**config.mk**
```make
export PLATFORM = sky130hd
export DESIGN_NAME = door_motor_driver
export DESIGN_NICKNAME = d
export VERILOG_FILES = /design/src/rtl/door_motor_driver.sv
export SDC_FILE = /design/constraint.sdc
export NUM_CORES = 1
export LEC_CHECK = 0
export CORE_MARGIN = 2
export CORE_UTILIZATION = 50
export DETAILED_ROUTE_END_ITERATION = 7
export MAX_ROUTING_LAYER = met4
export PLACE_DENSITY = 0.69
export SYNTH_ARGS = -nofsm -noshare
export SYNTH_HDL_FRONTEND = slang
export SYNTH_SLANG_ARGS = --single-unit
```
**constraint.sdc**
```tcl
create_clock -name clock -period 2.34 [get_ports clock]
set_input_delay 0.468 -clock clock [delete_from_list [all_inputs] [get_ports clock]]
set_output_delay 0.468 -clock clock [all_outputs]
set_load 0.01 [all_outputs]
```
**src/rtl/door_motor_driver.sv**
```systemverilog
// door_motor_driver
// Actuator end of the garage door power interface. Turns the controller's
// power_up/power_down requests into a dead-time-protected, soft-started PWM
// drive on two motor outputs, trips on an obstruction while lowering, and
// tracks door position to report the end-stop flags back.
module door_motor_driver #(
   parameter int TRAVEL      = 100,
   parameter int POS_RESET   = 50,
   parameter int POS_W       = 7,
   parameter int PWM_PERIOD  = 8,
   parameter int DEAD_CYCLES = 4
) (
   input  logic clock,
   input  logic reset,
   input  logic power_up,
   input  logic power_down,
   input  logic obstruction,
   output logic motor_up,
   output logic motor_down,
   output logic door_up,
   output logic door_down,
   output logic fault
);

   localparam int PWM_W  = (PWM_PERIOD > 1) ? $clog2(PWM_PERIOD) : 1;
   localparam int DUTY_W = $clog2(PWM_PERIOD + 1);
   localparam int DEAD_W = (DEAD_CYCLES > 1) ? $clog2(DEAD_CYCLES) : 1;

   localparam logic [POS_W-1:0]  POS_TOP   = POS_W'(TRAVEL);
   localparam logic [POS_W-1:0]  POS_INIT  = POS_W'(POS_RESET);
   localparam logic [POS_W-1:0]  POS_ONE   = POS_W'(1);
   localparam logic [PWM_W-1:0]  PWM_LAST  = PWM_W'(PWM_PERIOD - 1);
   localparam logic [PWM_W-1:0]  PWM_ONE   = PWM_W'(1);
   localparam logic [DUTY_W-1:0] DUTY_FULL = DUTY_W'(PWM_PERIOD);
   localparam logic [DUTY_W-1:0] DUTY_ONE  = DUTY_W'(1);
   localparam logic [DEAD_W-1:0] DEAD_LAST = DEAD_W'(DEAD_CYCLES - 1);
   localparam logic [DEAD_W-1:0] DEAD_ONE  = DEAD_W'(1);

   typedef enum logic [2:0] {
      S_IDLE   = 3'd0,
      S_DEAD   = 3'd1,
      S_RUN_UP = 3'd2,
      S_RUN_DN = 3'd3,
      S_FAULT  = 3'd4
   } state_t;

   state_t             state_q,    state_d;
   logic [POS_W-1:0]   pos_q,      pos_d;
   logic [PWM_W-1:0]   pwm_cnt_q,  pwm_cnt_d;
   logic [DUTY_W-1:0]  duty_q,     duty_d;
   logic [DEAD_W-1:0]  dead_cnt_q, dead_cnt_d;
   logic               dir_up_q,   dir_up_d;

   logic cmd_up;
   logic cmd_dn;
   logic cmd_dir;
   logic pwm_on;

   // Conflicting or absent requests both mean "no command".
   assign cmd_up  = power_up & ~power_down;
   assign cmd_dn  = power_down & ~power_up;
   assign cmd_dir = dir_up_q ? cmd_up : cmd_dn;

   // State and datapath registers; reset restores the parked position.
   always_ff @(posedge clock) begin
      if (reset) begin
         state_q    <= S_IDLE;
         pos_q      <= POS_INIT;
         pwm_cnt_q  <= '0;
         duty_q     <= '0;
         dead_cnt_q <= '0;
         dir_up_q   <= 1'b0;
      end else begin
         state_q    <= state_d;
         pos_q      <= pos_d;
         pwm_cnt_q  <= pwm_cnt_d;
         duty_q     <= duty_d;
         dead_cnt_q <= dead_cnt_d;
         dir_up_q   <= dir_up_d;
      end
   end

   // Next-state logic: dead-time sequencing, PWM ramp and position tracking.
   always_comb begin
      state_d    = state_q;
      pos_d      = pos_q;
      pwm_cnt_d  = pwm_cnt_q;
      duty_d     = duty_q;
      dead_cnt_d = dead_cnt_q;
      dir_up_d   = dir_up_q;
      unique case (state_q)
         S_IDLE: begin
            duty_d    = '0;
            pwm_cnt_d = '0;
            if (cmd_up && (pos_q != POS_TOP)) begin
               state_d    = S_DEAD;
               dir_up_d   = 1'b1;
               dead_cnt_d = '0;
            end else if (cmd_dn && (pos_q != '0) && !obstruction) begin
               state_d    = S_DEAD;
               dir_up_d   = 1'b0;
               dead_cnt_d = '0;
            end
         end
         S_DEAD: begin
            if (!cmd_dir) begin
               state_d = S_IDLE;
            end else if (dead_cnt_q == DEAD_LAST) begin
               state_d   = dir_up_q ? S_RUN_UP : S_RUN_DN;
               pwm_cnt_d = '0;
               duty_d    = DUTY_ONE;
            end else begin
               dead_cnt_d = dead_cnt_q + DEAD_ONE;
            end
         end
         S_RUN_UP: begin
            if (!cmd_up) begin
               state_d = S_IDLE;
               duty_d  = '0;
            end else if (pwm_cnt_q == PWM_LAST) begin
               // One full PWM period equals one position step.
               pwm_cnt_d = '0;
               pos_d     = pos_q + POS_ONE;
               duty_d    = (duty_q == DUTY_FULL) ? DUTY_FULL : duty_q + DUTY_ONE;
               if ((pos_q + POS_ONE) == POS_TOP) begin
                  state_d = S_IDLE;
               end
            end else begin
               pwm_cnt_d = pwm_cnt_q + PWM_ONE;
            end
         end
         S_RUN_DN: begin
            // Obstruction while lowering outranks every other exit.
            if (obstruction) begin
               state_d = S_FAULT;
               duty_d  = '0;
            end else if (!cmd_dn) begin
               state_d = S_IDLE;
               duty_d  = '0;
            end else if (pwm_cnt_q == PWM_LAST) begin
               pwm_cnt_d = '0;
               pos_d     = pos_q - POS_ONE;
               duty_d    = (duty_q == DUTY_FULL) ? DUTY_FULL : duty_q + DUTY_ONE;
               if (pos_q == POS_ONE) begin
                  state_d = S_IDLE;
               end
            end else begin
               pwm_cnt_d = pwm_cnt_q + PWM_ONE;
            end
         end
         S_FAULT: begin
            duty_d = '0;
            if (!power_down && !obstruction) begin
               state_d = S_IDLE;
            end
         end
         default: begin
            state_d = S_IDLE;
         end
      endcase
   end

   // Output decode: only a running state can drive, so both outputs are never high together.
   always_comb begin
      pwm_on     = DUTY_W'(pwm_cnt_q) < duty_q;
      motor_up   = (state_q == S_RUN_UP) && pwm_on;
      motor_down = (state_q == S_RUN_DN) && pwm_on;
      door_up    = (pos_q == POS_TOP);
      door_down  = (pos_q == '0);
      fault      = (state_q == S_FAULT);
   end

endmodule

```
==> results.yml <==
worst_setup_path:
  worstPathBufferInverterCount: 1
  critPathKind: "flop to output port"
  cpPeakStageDelay_ps: 610
  crit_fanout: 15
  crit_family: "buffers and inverters"
  startpoint_type: "flop"
  required_ps: 1870
  cp_slowest_cell: "clkdlybuf4s50_1"
  end_kind: "output port"
  crit_chain: "nor3b_1 -> clkdlybuf4s50_1"
  cp.arrival_ps: 1760
timing:
  min_period_ps: 2230
  max_freq_mhz: 449
  fin_ws_ps: 110
  setup-tns-final_ps: 0
  finalCritPeriodShare_pct: 95.3
  slew_violations: 0
  relSlewSlack_pct: 49.8
  worst_pin_slew_ps: 749
  hold_violations: 0
  skew_ps: 8.78
  setup_violations: 0
floorplan:
  start_util_pct: 51.3
  core_mm2: 0.00271
  die-height_um: 56.8
  num_io_pins: 10
  die-area_mm2: 0.00322
  fp-row-count: 19
  dieWidth_um: 56.8
place:
  dp_slack_ps: -77.8
  gp_congestion: 0.830
  numPortBuffers: 9
  place_area_mm2: 0.00158
  dp_cells: 224
  hpwl_mm: 2.41
global_route:
  use_met3_pct: 2.07
  gr-usage-all-layers_pct: 23.0
  grtUsageMet1_pct: 30.5
  antenna_found_initial: 0
  grt_max_degree: 20
  grt_first_pass_wirelength_mm: 5.76
  grt_pass1_vias: 1339
  grt-busiest-layer: "met2"
  grt_overflow: 0
  gr-usage-met2_pct: 36.5
flow_run:
  max_cap_viol_count: 0
clocking:
  htree_num_levels: 1
  cts.path.max_buffers: 2
  clock_latency_ps: 310
  cts_tree: "done"
  cts_sinks: 20
  cts_buffers: 3
  cts_root_buffer: "clkbuf_4"
  cts-hold-fix-buffers: 0
  path_clk_slew_ps: 120
yosys:
  synthCells: 180
  yosysSeqAreaShare_pct: 28.8
  synth_area_per_cell_um2: 7.73
  synth-edff-count: 0
  ys_types: 42
  synthesis.nets: 195
  synthArstFlopShare_pct: 0
  syn-cell-area_mm2: 0.00139
  yosysWarnings: 0
  ys_ff_latch: 20
  synthFlopType: "dfxtp_1"
finish:
  final_cells: 228
  diodes: 0
  area.growth.synth_to_final_pct: 15.9
  fin_nets: 214
  drive_gt1_share_pct: 14.7
  final_area_mm2: 0.00161
  final_util_pct: 59.5
pwr:
  p_leak_uw: 0.000631
  ir_worst_vdd_mv: 0.365
  internal_power_uw: 503
  pwr-share-seq_pct: 52.3
  p_comb_share_pct: 24.9
  p_clk_share_pct: 22.8
  p_sw_uw: 233
  p_per_area_mw_per_mm2: 457
  switching_share_pct: 31.7
route:
  via_per_inst: 5.91
  vias: 1348
  drt_iter0_drc: 43
  wl_per_cell_um: 14.6
  ant_nets: 0
  first_pass_iters: 6
  drt_wl_total_mm: 3.32
  drc: 0
min_path:
  hp-class: "flop to flop"
status:
  status: "finished clean"
==> path summary, 6_finish.rpt <==
kind / from / end / slack (ps) / cells past startpoint
worst min register to register: pwm_cnt_q[2] / pwm_cnt_q[2] / 500 / 2
worst min-delay path: pwm_cnt_q[2] / pwm_cnt_q[2] / 500 / 2
worst max register to register: state_q[1] / pos_q[2] / 340 / 4
worst max-delay path: state_q[0] / fault / 110 / 2
==> Yosys cell counts, drive strengths merged (3+ instances only) <==
| cell | number | area [um^2] |
|---|---|---|
| ha | 10 | 125 |
| nor3b | 3 | 22.5 |
| inv | 9 | 33.8 |
| mux2i | 3 | 30.0 |
| a211oi | 3 | 22.5 |
| clkbuf | 8 | 30.0 |
| dfxtp | 20 | 400 |
| nand2b | 7 | 43.8 |
| nand2 | 15 | 56.3 |
| nand4 | 6 | 37.5 |
| xnor2 | 6 | 52.6 |
| nor2 | 17 | 63.8 |
| o21ai | 5 | 25.0 |
| nand3 | 7 | 35.0 |
| a31oi | 4 | 25.0 |
| nor3 | 6 | 30.0 |
| nand4b | 3 | 26.3 |
| a21oi | 16 | 80.1 |
| nand3b | 4 | 30.0 |
| or2 | 3 | 18.8 |
==> worst min-delay path, stage by stage, from the launching register on <==
cell     delay, ps
dfxtp_1        350
nand2_1         60
a21oi_1         50
==> power by group through the flow <==
stage	combinational [uW]	clock (uW)	sequential [uW]
3_5_place_dp	181	0	391
3_3_place_gp	176	0	391
6_report	184	168	385
2_1_floorplan	138	0	371
4_1_cts	182	173	384
5_1_grt	204	193	389
==> metrics by stage <==
step / total power [uW] / hold slack, ps
3_5_place_dp: 573 / 483
2_1_floorplan: 509 / 453
3_3_place_gp: 567 / 465
6_report: 737 / 502
4_1_cts: 739 / 501
5_1_grt: 786 / 529
==> logic make-up after synthesis <==
logic type,Yosys count,share of synthesized area [%]
and+or+nand+nor,83,33.0
AOI/OAI and AO/OA,40,18.3
DFF,20,28.8
buffers and inverters,18,4.95
adders and majority gates,10,8.99
xor gates and xnor gates,6,3.78
muxes,3,2.16
==> placed cells by master (no fill, tap or decap), types with 2 or more instances in the layout <==
cell type / Yosys / routed
mux2i_1: 3 / 3
nand2b_1: 7 / 7
a31oi_1: 4 / 4
clkdlybuf4s50_1: 0 / 7
o21a_1: 2 / 2
nor3b_1: 3 / 3
xnor2_1: 6 / 6
nor2_1: 17 / 17
inv_1: 9 / 9
dfxtp_1: 20 / 18
nand2_1: 15 / 15
nor3_1: 6 / 5
buf_4: 0 / 14
a211oi_1: 3 / 3
nor2b_1: 2 / 2
o21ai_0: 5 / 5
or2_0: 2 / 2
nand4b_1: 3 / 3
a21oi_1: 16 / 16
nand3b_1: 4 / 4
dfxtp_2: 0 / 2
and3_1: 2 / 2
ha_1: 10 / 9
or3_1: 2 / 2
nand3_1: 7 / 7
nand4_1: 6 / 6
clkbuf_4: 0 / 3
==> metal layers <==
layer | vias to the layer above | share of wire (%)
li1 | 683 | -
met2 | 29 | 49
met1 | 631 | 47
met4 | 0 | 1.4
met5 | - | 0
met3 | 5 | 2.9
==> state kept, by name (all words and copies together), names as in the netlist <==
signal      flops
pos_q           7
pwm_cnt_q       3
state_q         3
dir_up_q        1
dead_cnt_q      2
duty_q          4
==> area by class of cell <==
cell class	count	area, um^2
tap	31	38.8
multi-input combinational	142	930
fill	270	1100
clock buffer	3	22.5
timing repair buffer	23	185
sequential	20	403
inverter	9	33.8
==> repair_timing <==
action / CTS / global route
setup endpoints to repair: 2 / 5
resized for setup: 3 / 8
pin swaps: 0 / 1
buffers inserted: 0 / 1
(Power assumes the default switching activity.)
